<file path="src/rtl/uart_lite_pkg.sv">
// Shared constants and state types for the UART Lite AXI4-Lite sequencer.
// Register offsets and STAT bits follow the AXI UART Lite register map.
package uart_lite_pkg;

    localparam logic [3:0] REG_RX   = 4'h0;
    localparam logic [3:0] REG_TX   = 4'h4;
    localparam logic [3:0] REG_STAT = 4'h8;
    localparam logic [3:0] REG_CTRL = 4'hC;

    localparam int STAT_RX_VALID = 0;
    localparam int STAT_TX_EMPTY = 2;
    localparam int STAT_TX_FULL  = 3;
    localparam int STAT_OVERRUN  = 5;
    localparam int STAT_FRAME    = 6;
    localparam int STAT_PARITY   = 7;

    localparam logic [7:0] CTRL_RST_TX_FIFO = 8'h01;
    localparam logic [7:0] CTRL_RST_RX_FIFO = 8'h02;
    localparam logic [7:0] CTRL_INTR_EN     = 8'h10;
    localparam logic [7:0] CTRL_INIT_DEFAULT = CTRL_RST_TX_FIFO | CTRL_RST_RX_FIFO | CTRL_INTR_EN;

    localparam logic [1:0] RESP_OKAY = 2'b00;

    typedef enum logic [2:0] {
        ST_INIT,
        ST_WR_CTRL,
        ST_IDLE,
        ST_RD_STAT,
        ST_RD_RX,
        ST_WR_TX
    } ctrl_state_t;

    typedef enum logic [2:0] {
        AX_IDLE,
        AX_WRITE,
        AX_WRESP,
        AX_RADDR,
        AX_RDATA
    } axi_state_t;

endpackage

</file>
<file path="src/rtl/axil_single_master.sv">
// AXI4-Lite master with a single outstanding read or write.
// done/rdata/resp_err are valid in the cycle of the final B or R handshake.
module axil_single_master
    import uart_lite_pkg::*;
(
    input  logic        clk,
    input  logic        rst_n,
    input  logic        start,
    input  logic        we,
    input  logic [3:0]  addr,
    input  logic [31:0] wdata,
    output logic        idle,
    output logic        done,
    output logic [31:0] rdata,
    output logic        resp_err,
    output logic [3:0]  m_axi_awaddr,
    output logic        m_axi_awvalid,
    input  logic        m_axi_awready,
    output logic [31:0] m_axi_wdata,
    output logic [3:0]  m_axi_wstrb,
    output logic        m_axi_wvalid,
    input  logic        m_axi_wready,
    input  logic [1:0]  m_axi_bresp,
    input  logic        m_axi_bvalid,
    output logic        m_axi_bready,
    output logic [3:0]  m_axi_araddr,
    output logic        m_axi_arvalid,
    input  logic        m_axi_arready,
    input  logic [31:0] m_axi_rdata,
    input  logic [1:0]  m_axi_rresp,
    input  logic        m_axi_rvalid,
    output logic        m_axi_rready
);

    axi_state_t  state_reg, state_next;
    logic        awvalid_reg, awvalid_next;
    logic        wvalid_reg, wvalid_next;
    logic        bready_reg, bready_next;
    logic        arvalid_reg, arvalid_next;
    logic        rready_reg, rready_next;
    logic [3:0]  awaddr_reg, awaddr_next;
    logic [3:0]  araddr_reg, araddr_next;
    logic [31:0] wdata_reg, wdata_next;

    always_ff @(posedge clk or negedge rst_n) begin
        if (!rst_n) begin
            state_reg   <= AX_IDLE;
            awvalid_reg <= 1'b0;
            wvalid_reg  <= 1'b0;
            bready_reg  <= 1'b0;
            arvalid_reg <= 1'b0;
            rready_reg  <= 1'b0;
            awaddr_reg  <= '0;
            araddr_reg  <= '0;
            wdata_reg   <= '0;
        end else begin
            state_reg   <= state_next;
            awvalid_reg <= awvalid_next;
            wvalid_reg  <= wvalid_next;
            bready_reg  <= bready_next;
            arvalid_reg <= arvalid_next;
            rready_reg  <= rready_next;
            awaddr_reg  <= awaddr_next;
            araddr_reg  <= araddr_next;
            wdata_reg   <= wdata_next;
        end
    end

    always_comb begin
        state_next   = state_reg;
        awvalid_next = awvalid_reg;
        wvalid_next  = wvalid_reg;
        bready_next  = bready_reg;
        arvalid_next = arvalid_reg;
        rready_next  = rready_reg;
        awaddr_next  = awaddr_reg;
        araddr_next  = araddr_reg;
        wdata_next   = wdata_reg;
        done         = 1'b0;
        resp_err     = 1'b0;
        case (state_reg)
            AX_IDLE: begin
                if (start) begin
                    if (we) begin
                        awvalid_next = 1'b1;
                        wvalid_next  = 1'b1;
                        awaddr_next  = addr;
                        wdata_next   = wdata;
                        state_next   = AX_WRITE;
                    end else begin
                        arvalid_next = 1'b1;
                        araddr_next  = addr;
                        state_next   = AX_RADDR;
                    end
                end
            end
            AX_WRITE: begin
                // AW and W complete independently; B is only accepted once both are done
                if (m_axi_awready) awvalid_next = 1'b0;
                if (m_axi_wready)  wvalid_next  = 1'b0;
                if (!awvalid_next && !wvalid_next) begin
                    bready_next = 1'b1;
                    state_next  = AX_WRESP;
                end
            end
            AX_WRESP: begin
                if (m_axi_bvalid) begin
                    bready_next = 1'b0;
                    done        = 1'b1;
                    resp_err    = (m_axi_bresp != RESP_OKAY);
                    state_next  = AX_IDLE;
                end
            end
            AX_RADDR: begin
                if (m_axi_arready) begin
                    arvalid_next = 1'b0;
                    rready_next  = 1'b1;
                    state_next   = AX_RDATA;
                end
            end
            AX_RDATA: begin
                if (m_axi_rvalid) begin
                    rready_next = 1'b0;
                    done        = 1'b1;
                    resp_err    = (m_axi_rresp != RESP_OKAY);
                    state_next  = AX_IDLE;
                end
            end
            default: state_next = AX_IDLE;
        endcase
    end

    assign idle          = (state_reg == AX_IDLE);
    assign rdata         = m_axi_rdata;
    assign m_axi_awaddr  = awaddr_reg;
    assign m_axi_awvalid = awvalid_reg;
    assign m_axi_wdata   = wdata_reg;
    assign m_axi_wstrb   = 4'hF;
    assign m_axi_wvalid  = wvalid_reg;
    assign m_axi_bready  = bready_reg;
    assign m_axi_araddr  = araddr_reg;
    assign m_axi_arvalid = arvalid_reg;
    assign m_axi_rready  = rready_reg;

endmodule

</file>
<file path="src/rtl/uart_lite_ctrl.sv">
// Sequences one AXI UART Lite: CTRL init after reset, then STAT-driven
// RX draining and TX writes with round-robin arbitration between them.
module uart_lite_ctrl
    import uart_lite_pkg::*;
#(
    parameter int         POLL_CYCLES = 1024,
    parameter logic [7:0] CTRL_INIT   = CTRL_INIT_DEFAULT
) (
    input  logic        s_axi_aclk,
    input  logic        s_axi_aresetn,
    input  logic        interrupt,
    output logic [3:0]  m_axi_awaddr,
    output logic        m_axi_awvalid,
    input  logic        m_axi_awready,
    output logic [31:0] m_axi_wdata,
    output logic [3:0]  m_axi_wstrb,
    output logic        m_axi_wvalid,
    input  logic        m_axi_wready,
    input  logic [1:0]  m_axi_bresp,
    input  logic        m_axi_bvalid,
    output logic        m_axi_bready,
    output logic [3:0]  m_axi_araddr,
    output logic        m_axi_arvalid,
    input  logic        m_axi_arready,
    input  logic [31:0] m_axi_rdata,
    input  logic [1:0]  m_axi_rresp,
    input  logic        m_axi_rvalid,
    output logic        m_axi_rready,
    input  logic [7:0]  tx_data,
    input  logic        tx_valid,
    output logic        tx_ready,
    output logic [7:0]  rx_data,
    output logic        rx_valid,
    input  logic        rx_ready,
    output logic [3:0]  err,
    input  logic        err_clr
);

    localparam int              PW          = (POLL_CYCLES > 2) ? $clog2(POLL_CYCLES) : 1;
    localparam logic [PW-1:0]   POLL_RELOAD = PW'(POLL_CYCLES - 1);

    ctrl_state_t    state_reg, state_next;
    logic [PW-1:0]  poll_reg, poll_next;
    logic [7:0]     rx_data_reg, rx_data_next;
    logic           rx_valid_reg, rx_valid_next;
    logic [3:0]     err_reg, err_next;
    logic           last_rx_reg, last_rx_next;

    logic           m_start, m_we, m_idle, m_done, m_resp_err;
    logic [3:0]     m_addr;
    logic [31:0]    m_wdata, m_rdata;
    logic           rx_cand, tx_cand;
    logic           unused_rdata;

    axil_single_master u_master (
        .clk           (s_axi_aclk),
        .rst_n         (s_axi_aresetn),
        .start         (m_start),
        .we            (m_we),
        .addr          (m_addr),
        .wdata         (m_wdata),
        .idle          (m_idle),
        .done          (m_done),
        .rdata         (m_rdata),
        .resp_err      (m_resp_err),
        .m_axi_awaddr  (m_axi_awaddr),
        .m_axi_awvalid (m_axi_awvalid),
        .m_axi_awready (m_axi_awready),
        .m_axi_wdata   (m_axi_wdata),
        .m_axi_wstrb   (m_axi_wstrb),
        .m_axi_wvalid  (m_axi_wvalid),
        .m_axi_wready  (m_axi_wready),
        .m_axi_bresp   (m_axi_bresp),
        .m_axi_bvalid  (m_axi_bvalid),
        .m_axi_bready  (m_axi_bready),
        .m_axi_araddr  (m_axi_araddr),
        .m_axi_arvalid (m_axi_arvalid),
        .m_axi_arready (m_axi_arready),
        .m_axi_rdata   (m_axi_rdata),
        .m_axi_rresp   (m_axi_rresp),
        .m_axi_rvalid  (m_axi_rvalid),
        .m_axi_rready  (m_axi_rready)
    );

    always_ff @(posedge s_axi_aclk or negedge s_axi_aresetn) begin
        if (!s_axi_aresetn) begin
            state_reg    <= ST_INIT;
            poll_reg     <= POLL_RELOAD;
            rx_data_reg  <= '0;
            rx_valid_reg <= 1'b0;
            err_reg      <= '0;
            last_rx_reg  <= 1'b0;
        end else begin
            state_reg    <= state_next;
            poll_reg     <= poll_next;
            rx_data_reg  <= rx_data_next;
            rx_valid_reg <= rx_valid_next;
            err_reg      <= err_next;
            last_rx_reg  <= last_rx_next;
        end
    end

    assign rx_cand      = m_rdata[STAT_RX_VALID] && !rx_valid_reg;
    assign tx_cand      = !m_rdata[STAT_TX_FULL] && tx_valid;
    assign unused_rdata = ^{m_rdata[31:8], m_rdata[4], m_rdata[STAT_TX_EMPTY], m_rdata[1]};

    always_comb begin
        state_next    = state_reg;
        poll_next     = poll_reg;
        rx_data_next  = rx_data_reg;
        rx_valid_next = rx_valid_reg;
        last_rx_next  = last_rx_reg;
        err_next      = err_clr ? 4'h0 : err_reg;
        m_start       = 1'b0;
        m_we          = 1'b0;
        m_addr        = REG_STAT;
        m_wdata       = '0;
        tx_ready      = 1'b0;

        if (rx_valid_reg && rx_ready) rx_valid_next = 1'b0;
        // error sets are applied after the clear so a same-cycle set wins
        if (m_done && m_resp_err) err_next[3] = 1'b1;

        case (state_reg)
            ST_INIT: state_next = ST_WR_CTRL;
            ST_WR_CTRL: begin
                m_start = m_idle;
                m_we    = 1'b1;
                m_addr  = REG_CTRL;
                m_wdata = {24'h0, CTRL_INIT};
                if (m_done) state_next = ST_IDLE;
            end
            ST_IDLE: begin
                if (interrupt || (poll_reg == '0) || tx_valid) begin
                    state_next = ST_RD_STAT;
                    poll_next  = POLL_RELOAD;
                end else begin
                    poll_next = poll_reg - 1'b1;
                end
            end
            ST_RD_STAT: begin
                m_start = m_idle;
                m_addr  = REG_STAT;
                if (m_done) begin
                    err_next[2:0] = err_next[2:0] |
                        {m_rdata[STAT_PARITY], m_rdata[STAT_FRAME], m_rdata[STAT_OVERRUN]};
                    // RX wins a tie unless it was the side served last
                    if (rx_cand && (!tx_cand || !last_rx_reg)) begin
                        state_next   = ST_RD_RX;
                        last_rx_next = 1'b1;
                    end else if (tx_cand) begin
                        state_next   = ST_WR_TX;
                        last_rx_next = 1'b0;
                    end else begin
                        state_next = ST_IDLE;
                    end
                end
            end
            ST_RD_RX: begin
                m_start = m_idle;
                m_addr  = REG_RX;
                if (m_done) begin
                    rx_data_next  = m_rdata[7:0];
                    rx_valid_next = 1'b1;
                    state_next    = ST_RD_STAT;
                    poll_next     = POLL_RELOAD;
                end
            end
            ST_WR_TX: begin
                m_start = m_idle;
                m_we    = 1'b1;
                m_addr  = REG_TX;
                m_wdata = {24'h0, tx_data};
                if (m_done) begin
                    tx_ready   = 1'b1;
                    state_next = ST_RD_STAT;
                    poll_next  = POLL_RELOAD;
                end
            end
            default: state_next = ST_INIT;
        endcase
    end

    assign rx_data  = rx_data_reg;
    assign rx_valid = rx_valid_reg;
    assign err      = err_reg;

endmodule

</file>
<file path="config.mk">
export PLATFORM = sky130hd
export DESIGN_NAME = uart_lite_ctrl
export DESIGN_NICKNAME = d
export VERILOG_FILES = /design/src/rtl/uart_lite_pkg.sv /design/src/rtl/axil_single_master.sv /design/src/rtl/uart_lite_ctrl.sv
export SDC_FILE = /design/constraint.sdc
export NUM_CORES = 1
export LEC_CHECK = 0
export CORE_AREA = 2 2 96 70
export DETAILED_ROUTE_END_ITERATION = 10
export DIE_AREA = 0 0 98 72
export GPL_TIMING_DRIVEN = 1
export PLACE_DENSITY = 0.79
export SLEW_MARGIN = 20
export SYNTH_ARGS = -nofsm -noshare
export SYNTH_HDL_FRONTEND = slang
export SYNTH_SLANG_ARGS = --single-unit
export TNS_END_PERCENT = 5
</file>
<file path="constraint.sdc">
create_clock -name s_axi_aclk -period 2.2 [get_ports s_axi_aclk]
set_clock_uncertainty 0.05 [all_clocks]
set_input_delay 0.44 -clock s_axi_aclk [delete_from_list [all_inputs] [get_ports s_axi_aclk]]
set_output_delay 0.44 -clock s_axi_aclk [all_outputs]
set_load 0.05 [all_outputs]
</file>
[Word-level counts from Yosys, hierarchy flattened]
Cells that the tools add are included.
Storage, ports and cells
  bits in registers: 75
  bits of input ports: 55
  output and inout bits: 63
  logic and storage cells: 136
Cells by class
  add/subtract/negate cells: 1
  equal/unequal tests: 20
  mux-type cells: 56
  bitwise operators: 2
  reduce and logical (&&, ||, !) cells: 41
Operators by type and width (number)
  3-bit two-way mux: 13
  3-bit case mux with 5 select lines: 2
  1-bit two-way mux: 27
  10-bit two-way mux: 2
  10-bit case mux with 2 select lines: 1
  2-bit != test, second input constant: 9
  3-bit AND reduction: 6
  2-bit nonzero test: 9
  8-bit case mux with 2 select lines: 1
  1-bit case mux with 2 select lines: 7
  3-bit by 2-bit equality test with 1-bit output, second input constant: 4
  4-bit case mux with 3 select lines: 1
  10-bit zero test: 1
  10-bit by 1-bit subtractor with 10-bit output, second input constant: 1
  3-bit equality test, second input constant: 3
  4-bit AND reduction: 2
  3-bit by 1-bit equality test with 1-bit output, second input constant: 2
  1-bit logical AND: 6
  1-bit zero test: 6
  3-bit zero test: 2
  5-bit AND reduction: 1
  4-bit two-way mux: 1
  2-bit by 1-bit != test with 1-bit output, second input constant: 2
  2-bit AND reduction: 2
  6 further kinds: 9

[Longest topological paths before layout]
Gate-level depths: netlist of the first run.
  word-level depth: 8
  gate-level depth with buffers: 7
  gate-level depth less buffers: 6

[By module]
Synthesis of the first run repeated with hierarchy kept, for this count alone.
Unflattened totals
  cells, all modules: 310
  area total of the unflattened synthesis: 3707.3 µm²
Modules (own cells, without submodules)
  axil_single_master: instances 1, cells each 167, area each 2279.7 µm², sequential area each 1201.2 µm²
  uart_lite_ctrl: instances 1, cells each 143, area each 1427.6 µm², sequential area each 688.2 µm²

[Least setup slack after synthesis of the first run]
Ideal clock, no wire load.
  path kind: flip-flop to output port
  start point: register u_master.state_reg[2]
  end point: output tx_ready
  data arrival time: 1.631 ns
  data required time: 1.710 ns
  slack: 0.079 ns
  stages on the path, launching flop included: 4
  path buffers: 0
  path through: dfrtp_1 and4bb_4 o21ai_0 nor2_1
On the way
  longest elaborated chain between the ends: 4
  elaborated cells on any way between the ends: 5
  classes of those cells: eq/ne: 2; mux: 3
RTL lines
  start: declaration: line axil_single_master.sv:35  | axi_state_t state_reg, state_next;
  start signal: assignment: line axil_single_master.sv:57  | state_reg <= state_next;
  3-bit equality test / 3-bit by 2-bit equality test with 1-bit output (equally long branches): line axil_single_master.sv:81  | case (state_reg)
  1-bit case mux with 2 select lines *: line axil_single_master.sv:81
  1-bit two-way mux *: line uart_lite_ctrl.sv:174  | if (m_done) begin
  1-bit two-way mux *: line uart_lite_ctrl.sv:124  | case (state_reg)
  end: declaration: line uart_lite_ctrl.sv:31  | output logic tx_ready,
Mark *: on every way between the ends. The rest lies on a longest branch, timed or not.

[Final worst setup path of the first run]
  start point: input m_axi_rvalid
  end point: output tx_ready
On the way
  longest elaborated chain between the ends: 4
RTL lines
  start: declaration: line uart_lite_ctrl.sv:27  | input logic m_axi_rvalid,
  1-bit two-way mux: line axil_single_master.sv:122  | if (m_axi_rvalid) begin
  1-bit case mux with 2 select lines: line axil_single_master.sv:81
  1-bit two-way mux: line uart_lite_ctrl.sv:174
  1-bit two-way mux: line uart_lite_ctrl.sv:124
No other way between the ends.

==> flow_results.org, run 1 <==
** Floorplanning
- After floorplanning, the core was sized to cover 6100 µm².
- In this run the vertical extent of the chip is 72 µm.
- In this run the core area contains 24 standard-cell rows.
- Die Outline Area :: 7060 µm²
- I/O Pins :: 118
- Horiz. Die Dim :: 98 µm
- Starting density of the core :: 40.5%

** Route
- The detailed router put a total of 2560 µm of wire on met1.
- In the final routed layout, each cell accounts on average for 13.3 µm.
- For this block, the routed nets add up to 5240 µm of wire.
- For this run, design rule violations remaining after detail routing come to 0.
- Summed over all nets, wire length on met2 after detailed routing comes to 2450 µm.
- Detailed-route via count :: 1853
- Detailed route wirelength on metal3 :: 231 µm
- Top routing layer in use :: met3
- After the first detailed-routing iteration, the DRC count stood at 85.
- The first detailed-routing pass ran for 4 iterations.
- In the routed layout, each cell is associated on average with a via count of 4.70.
- Count of antenna-violating nets left after detailed routing :: 0

** Finish
- The register with the most flip-flops in the layout has 10 of them.
- In the final design database the tool counted 371 nets.
- 0 antenna diodes ended up in the layout.
- The finished layout holds 394 standard cells, fillers aside.
- Filler cell count in the final layout :: 529
- Cells with a size suffix above 1 make up 16.8% of the layout.
- Layout Area Growth over Synthesis :: 32.3%

** Worst setup path
- Critical Path Stages :: 5
- Count of buffer and inverter cells on the critical path :: 2
- Data arrival time of the critical path :: 1.68 ns
- In this run the critical register-to-register path is launched from u_master.state_reg[1]$_DFFE_PN0P_.
- Top cell family by delay on the critical path :: buffers and inverters
- In this run the worst setup path begins at m_axi_rvalid.
- The critical path goes through clkdlybuf4s50_1, and4bb_1, o21ai_2, nor2_2, clkbuf_16.
- Worst reg-to-reg setup slack :: 0.15 ns
- Measured in cells, the most critical reg-to-reg path has a length of 8.
- In this design, the stage delay of the slowest critical-path cell is 0.51 ns.
- Worst setup path endpoint :: tx_ready
- The critical path in this run is classified as input pin to output port.
- Highest-delay cell along the critical path :: sky130_fd_sc_hd__clkdlybuf4s50_1
- The endpoint identified for the worst register-to-register timing path is poll_reg[7]$_DFFE_PN1P_.
- Required arrival time at the worst endpoint :: 1.71 ns
- The worst setup path is launched from an input pin.
- STA classifies the critical path endpoint as an output port.
- Of all nets on the critical path, the largest fanout is 2.

** Synthesis
- Proportion of synthesized chip area in sequential cells :: 48.1%
- Largest cells by area after synthesis :: sky130_fd_sc_hd__dfrtp_1 37%, sky130_fd_sc_hd__dfstp_2 11%, sky130_fd_sc_hd__buf_4 10%
- Yosys mapped a number of flops with a built-in enable equal to 0.
- Share of the synthesized netlist area taken by xor and xnor gates :: 2.13%
- Synth Instances :: 240
- For this run, the number of Yosys warnings is 0.
- Summing every instance area after synthesis gives 2470 µm².
- Synthesis inferred 47 register bits.
- The synthesized netlist devotes 14.5% of its cell area to compound gates.
- Of the total synthesized cell area, the portion taken by AND, OR, NAND and NOR gates is 16.6%.
- The synthesized netlist devotes 0.506% of its cell area to adder and majority cells.
- Post-synthesis average cell area :: 10.3 µm²
- Fraction of post-synthesis cell area in the top cell type by area :: 37.5%
- Synthesis instantiated 46 different standard cells from the library.
- Most used standard cell by instance count after synthesis :: sky130_fd_sc_hd__dfrtp_1
- Most common library cells after synthesis :: 37 x sky130_fd_sc_hd__dfrtp_1, 33 x sky130_fd_sc_hd__buf_4, 21 x sky130_fd_sc_hd__nand2_1
- sky130_fd_sc_hd__dfrtp_1 takes more of the synthesized area than any other cell.
- In the synthesized netlist the dominant register cell turns out to be sky130_fd_sc_hd__dfrtp_1.
- Share of cell area taken by muxes after synthesis :: 4.86%
- Of all flip-flops after synthesis, the portion carrying an async set or reset was 100%.
- By area, the combinational part of the netlist is dominated by simple AND/OR/NAND/NOR gates.

** Power
- In this run the power density over the cells is 1140 nW/µm².
- VDD sags by at most 0.624 mV.
- Summed over all cells, the static leakage comes to 1.41 nW.

** Timing
- Count of final max-slew check failures :: 0
- Min cycle time layout :: 2.17 ns
- Final hold violations :: 0
- Derived from the worst setup path, the maximum achievable clock frequency is 460 MHz.
- For the pin with the worst max-slew slack, the measured transition is 0.595 ns.
- Total Neg Setup Slack :: 0 ns
- In the post-route analysis, the smallest setup slack over all paths is 0.0257 ns.
- Count of final setup violators :: 0
- Normalized max-slew margin :: 60.3%
- Final period util :: 98.8%

** Placed design
- The number of placed instances, taps included, is 385.
- Final Wtd Congestion :: 0.828
- Timing analysis after detailed placement gives a worst setup slack of -0.0361 ns.
- Input and output buffers added on the ports amount to 61.
- Post-detailed-placement half-perimeter wirelength :: 3830 µm

** CTS
- Clock-pin slew of the registers on the worst-case setup and hold paths :: 0.08 ns
- Maximum level of the CTS H-tree :: 2
- The tree is rooted in a sky130_fd_sc_hd__clkbuf_8.
- For this design, the CTS-stage hold fixing added 0 buffers.
- Clock sink total :: 47
- Number of buffers inserted during clock tree synthesis :: 5
- The clock passes through at most 2 buffers.
- Clock Latency Late Sink :: 0.29 ns
- CTS tree :: done

** Run
- Max-cap violations in this run came to 0.

** Global routing
- Wire length of the first global-routing pass :: 8400 µm
- Number of global-route vias before repair :: 1768
- Global routing consumed, over all layers together, 14.6% of the routing resources.
- Entering global routing, the biggest net connects 48 pins.
- The initial antenna violation count was 0.
- GRT Residual Overflow :: 0

** Outcome
- The run finished with clean final reports.

** Worst hold path
- Hold/Removal Path Class :: input pin to asynchronous set/reset pin
-- cell usage in the layout (no fill, tap or decap), types with 5 or more instances in the layout --
| master | Yosys | final |
|---|---|---|
| sky130_fd_sc_hd__mux2_4 | 8 | 8 |
| sky130_fd_sc_hd__nand3_1 | 6 | 6 |
| sky130_fd_sc_hd__dfrtp_1 | 37 | 37 |
| sky130_fd_sc_hd__clkbuf_8 | 0 | 6 |
| sky130_fd_sc_hd__buf_4 | 33 | 14 |
| sky130_fd_sc_hd__xor2_1 | 6 | 6 |
| sky130_fd_sc_hd__inv_1 | 10 | 10 |
| sky130_fd_sc_hd__nor3_1 | 6 | 6 |
| sky130_fd_sc_hd__nor2_1 | 15 | 14 |
| sky130_fd_sc_hd__nand2b_1 | 5 | 5 |
| sky130_fd_sc_hd__clkdlybuf4s50_1 | 0 | 59 |
| sky130_fd_sc_hd__o21ai_0 | 19 | 18 |
| sky130_fd_sc_hd__dfstp_2 | 10 | 10 |
| sky130_fd_sc_hd__a21oi_1 | 10 | 10 |
| sky130_fd_sc_hd__conb_1 | 2 | 32 |
| sky130_fd_sc_hd__nor2b_1 | 6 | 6 |
| sky130_fd_sc_hd__nand2_1 | 21 | 21 |
-- what timing repair did --
| item | in CTS | in global routing |
|---|---|---|
| pin swaps | 1 | 1 |
| resized for setup | 0 | 4 |
| endpoints found under the setup margin | 1 | 1 |
| buffers inserted | 1 | 0 |
-- metal layers --
metal	GRT usage (%)	vias up
met5	0	-
met4	1.85	0
met3	3.56	0
met2	22.5	48
met1	21.7	892
li1	-	913
-- power breakdown --
group / switching, W / internal, W / leakage (nW)
clock: 0.000286 / 0.000368 / 0.0612
combinational: 0.00103 / 0.000595 / 0.785
sequential: 0.000275 / 0.00116 / 0.561
total: 0.00159 / 0.00212 / 1.41
-- worst reg2reg max path, cell delays in order (launching register included) --
cell                       delay, ns
sky130_fd_sc_hd__dfrtp_1        0.56
sky130_fd_sc_hd__and4bb_1       0.29
sky130_fd_sc_hd__buf_4          0.14
sky130_fd_sc_hd__o21a_1         0.19
sky130_fd_sc_hd__buf_4          0.17
sky130_fd_sc_hd__o211ai_4       0.18
sky130_fd_sc_hd__buf_4          0.14
sky130_fd_sc_hd__xor2_1         0.17
sky130_fd_sc_hd__nand2_1        0.09
-- logic make-up (layout without fill, tap and decap cells) --
logic type | count (synthesis) | in the layout
and+or+nand+nor | 74 | 74
AOI/OAI and AO/OA | 54 | 54
buffers and inverters | 48 | 94
DFF | 47 | 47
muxes | 8 | 8
xor gates and xnor gates | 6 | 6
other | 2 | 32
adders and majority gates | 1 | 1
-- worst min-delay path by stage --
stage / end / slack (ns) / startpoint / depth (start not counted)
floorplan: err[0]$_DFF_PN0_ / 0.09 / s_axi_aresetn / 0
global placement: u_master.m_axi_awaddr[2]$_DFFE_PN0P_ / 0.40 / u_master.m_axi_awaddr[2]$_DFFE_PN0P_ / 1
detailed placement: u_master.m_axi_awaddr[2]$_DFFE_PN0P_ / 0.41 / u_master.m_axi_awaddr[2]$_DFFE_PN0P_ / 1
CTS: state_reg[1]$_DFFE_PN0P_ / 0.20 / s_axi_aresetn / 2
global route: u_master.m_axi_wdata[1]$_DFFE_PN0P_ / 0.23 / s_axi_aresetn / 2
finish: u_master.m_axi_wdata[1]$_DFFE_PN0P_ / 0.18 / s_axi_aresetn / 2
-- cell type report --
class,instances,area (µm²),share of cell area [%]
inverters,10,37.5,1.15
well taps,78,97.6,2.99
clock buffers,6,82.6,2.53
clock inverters,2,35.0,1.07
repair buffers,76,746,22.8
multi-input cells,175,1080,33.1
flip-flops and latches,47,1190,36.4
-- through the flow --
step / utilization [%] / total power (W) / cell area, µm² / hold WS [ns]
floorplan: - / 0.00256 / 2580 / 0.0944
global route: 53.6 / 0.00392 / 3270 / 0.232
detailed placement: 51.4 / 0.00306 / 3130 / 0.407
global placement: 51.4 / 0.00302 / 3130 / 0.402
CTS: 53.4 / 0.00373 / 3260 / 0.197
finish: 53.6 / 0.00371 / 3270 / 0.179
No activity file was read; power rests on OpenSTA's default activity.
==> inputs of run 2 (changes only) <==
--- a/config.mk
+++ b/config.mk
@@ -5,11 +5,11 @@
 export SDC_FILE = /design/constraint.sdc
 export NUM_CORES = 1
 export LEC_CHECK = 0
-export CORE_AREA = 2 2 96 70
+export CORE_AREA = 2 2 90 75
 export DETAILED_ROUTE_END_ITERATION = 10
-export DIE_AREA = 0 0 98 72
+export DIE_AREA = 0 0 92 77
 export GPL_TIMING_DRIVEN = 1
-export PLACE_DENSITY = 0.79
+export PLACE_DENSITY = 0.78
 export SLEW_MARGIN = 20
 export SYNTH_ARGS = -nofsm -noshare
 export SYNTH_HDL_FRONTEND = slang
==> run 2 against run 1 <==
  * Sequential share of layout area increased by 0.056 points
  * Power decreased by 3.6%
  * Sequential power hardly changed
  * Cell count is 2.0% higher
  * Hold slack better by 0.24 ns
  * Register-to-register slack better by 0.16 ns
  * Combinational power about the same
  * Largest cell class unchanged
  * Cell area shrank 0.15%
  * Global-route usage up 0.45 points
  * Critical path type unchanged
  * Sequential cell count did not move
==> flow_results.org, run 2 (same netlist as run 1, synthesis figures left out) <==
** Outcome
- Outcome :: finished clean

** Worst setup path
- In this run the worst path has a maximum fanout of 3.
- The worst setup path is launched from an input pin.
- The signal on the critical path passes through clkdlybuf4s50_1, and4bb_1, o21ai_1, nor2_1, clkbuf_16.
- The largest single stage delay on the critical path is 0.48 ns.
- Data arrival time of the critical path :: 1.63 ns
- The kind of cell with the highest combined delay along the critical path is buffers and inverters.
- For the worst setup path, the data required time is 1.71 ns.
- The critical path contains buffers and inverters numbering 2 combined.
- On the critical path, the stage with the largest delay is an instance of sky130_fd_sc_hd__clkdlybuf4s50_1.
- In this run the critical register-to-register path is launched from poll_reg[2]$_DFFE_PN1P_.
- Critical path endpoint category :: output port
- In this run the worst setup path begins at m_axi_rvalid.
- Worst Setup Path Type :: input pin to output port

** CTS
- The tree built by TritonCTS fans out to 47 sinks.
- Clock-pin slew of the registers on the worst-case setup and hold paths :: 0.08 ns
- CTS tree :: done
- The clock reaches the later pin of the worst-skew pair after 0.29 ns.
- CTS placed an instance of sky130_fd_sc_hd__clkbuf_8 at the clock tree root.
- Number of buffers inserted during clock tree synthesis :: 5
- Maximum level of the CTS H-tree :: 2
- Max Buffers Root-to-Sink :: 2

** Floorplanning
- The die covers 7080 µm².
- Die Y-Extent :: 77 µm
- For this design the top-level I/O count stands at 118.
- In this run the horizontal extent of the chip is 92 µm.
- The core region is 6180 µm².
- Row generation in the floorplan step produced 26 rows.
- Starting density of the core :: 40.0%

** Finish
- Fraction of layout cells with a size suffix above 1 :: 16.0%
- Summing all multi-input logic gate instances after layout gives 1070 µm².
- The top cell types in the final layout, fill and taps aside, are 58 x sky130_fd_sc_hd__clkdlybuf4s50_1, 37 x sky130_fd_sc_hd__dfrtp_1, 32 x sky130_fd_sc_hd__conb_1.
- Compared with the post-synthesis result, the final layout area differs by 32.1%.
- Leaving out fill and tap cells, the most frequent cell in the layout is sky130_fd_sc_hd__clkdlybuf4s50_1.
- Max FFs per register :: 10
- The filler cells instantiated in the layout total 560.
- After the flow finishes, the layout carries non-filler instances totaling 402.
- FF/Latch Area :: 1190 µm²
- Number of nets in the final layout :: 373
- Ant diodes :: 0

** Timing
- For this run, the top clock speed supported by timing is 472 MHz.
- Final hold violations :: 0
- Final period util :: 96.3%
- Setup repair after global routing left no endpoint under its margin.
- At the pin with the least slew margin, the transition time is 0.552 ns.
- Measured against its own limit, the worst slew margin works out to 62.7%.
- Count of final setup violators :: 0
- The number of max-slew violations in the final report was 0.
- Min cycle time layout :: 2.12 ns
- Total Neg Setup Slack :: 0 ns

** Route
- The first detailed-routing pass took 4 iterations.
- Iteration-0 DRC Markers :: 137
- Using the TritonRoute via totals, the vias-per-cell ratio works out to 4.64.
- The count of nets left with antenna violations once routing finished came out at 0.
- The final route contains 1866 vias.
- Routed Wire Length :: 5150 µm
- Post-detailed-route wirelength per cell :: 12.8 µm
- DRC Markers :: 0

** Worst hold path
- Hold path start :: u_master.m_axi_wdata[7]$_DFFE_PN0P_
- Hold/Removal Path Class :: flip-flop to flip-flop

** Placed design
- Input and output buffers added on the ports amount to 61.
- After detailed placement, the design holds a cell count of 393.
- After legalization and detailed placement, the total HPWL measured 3920 µm.
- At the end of routability-driven placement, the weighted congestion stood at 0.766.

** Global routing
- The number of global-route vias before repair is 1762.
- After global routing the overflow that remains totals 0.
- Number of antenna violations at the first check in global routing :: 0
- Total Routing Usage GR :: 15.1%
- The first global-routing pass estimated 8500 µm of wire.
- Entering global routing, the biggest net connects 22 pins.

** Run
- Across the run, the number of max-cap violations was 0.

** Power
- Lkg Pwr :: 1.41 nW
- For this design the ratio of total power to cell area is 1100 nW/µm².
- Across the VDD grid, the largest voltage drop is 0.630 mV.
-- run 2: cell count changes in the layout (fill, tap and decap cells not counted), sizes merged --
| cell | before | now |
|---|---|---|
| dlymetal6s2s | 0 | 1 |
| clkdlybuf4s50 | 59 | 58 |
| clkbuf | 7 | 8 |
| buf | 16 | 17 |
| bufinv | 1 | 0 |
| dlygate4sd3 | 0 | 1 |
-- run 2: per-stage QoR --
step                      cell area, µm²  worst slack, ns  utilization [%]  power (W)  hold WS, ns
after global routing                3260          0.00320             52.8    0.00383        0.444
after detailed placement            3150          -0.0358             51.0    0.00307        0.304
after CTS                           3260           0.0251             52.7    0.00361        0.423
after floorplan                     2580           0.0795                -    0.00256       0.0944
final                               3260           0.0824             52.8    0.00358        0.416
after global placement              3150          -0.0134             51.0    0.00303        0.302
-- run 2: worst paths after layout --
kind / endpoint / slack (ns) / depth (start not counted)
min: u_master.m_axi_wdata[7]$_DFFE_PN0P_ / 0.42 / 2
max in group asynchronous: poll_reg[1]$_DFFE_PN1P_ / 0.95 / 3
max reg2reg: poll_reg[9]$_DFFE_PN1P_ / 0.31 / 6
max: tx_ready / 0.08 / 5
min in group asynchronous: rx_data[0]$_DFFE_PN0P_ / 0.51 / 2
min reg2reg: u_master.m_axi_wdata[7]$_DFFE_PN0P_ / 0.42 / 2
-- run 2: layout make-up --
type	count	area share (%)
timing repair buffer	78	23.5
multi-input combinational	175	32.9
tap	84	3.22
inverter	10	1.15
sequential	47	36.4
clock inverter	1	0.153
clock buffer	7	2.65
-- run 2: what timing repair did --
item / 4_1_cts / 5_1_grt
gates resized for setup: 0 / 3
setup endpoints to repair: 0 / 1
hold endpoints to repair: 13 / 0
hold buffers: 1 / 0
setup buffers: 0 / 0
-- run 2: worst reg2reg max path: stages, from the launching register on --
cell and delay (ns):
sky130_fd_sc_hd__dfstp_2 0.39, sky130_fd_sc_hd__nor2_1 0.26, sky130_fd_sc_hd__nand4b_1 0.19, sky130_fd_sc_hd__o41ai_1 0.50, sky130_fd_sc_hd__a21oi_1 0.18, sky130_fd_sc_hd__buf_4 0.19, sky130_fd_sc_hd__nand3_1 0.07
-- run 2: where the power goes --
part | internal, W | leakage [nW] | switching [W] | total (W)
sequential | 0.00116 | 0.561 | 0.000246 | 0.00141
combinational | 0.000601 | 0.802 | 0.00104 | 0.00164
clock | 0.000254 | 0.0482 | 0.000275 | 0.000529
total | 0.00202 | 1.41 | 0.00156 | 0.00358
-- run 2: layer usage --
metal	wire length (µm)	GRT usage (%)	up-vias
li1	-	-	919
met1	2330	20.7	879
met2	2410	22.6	60
met3	352	5.80	8
met5	0	0	-
met4	58	3.58	0
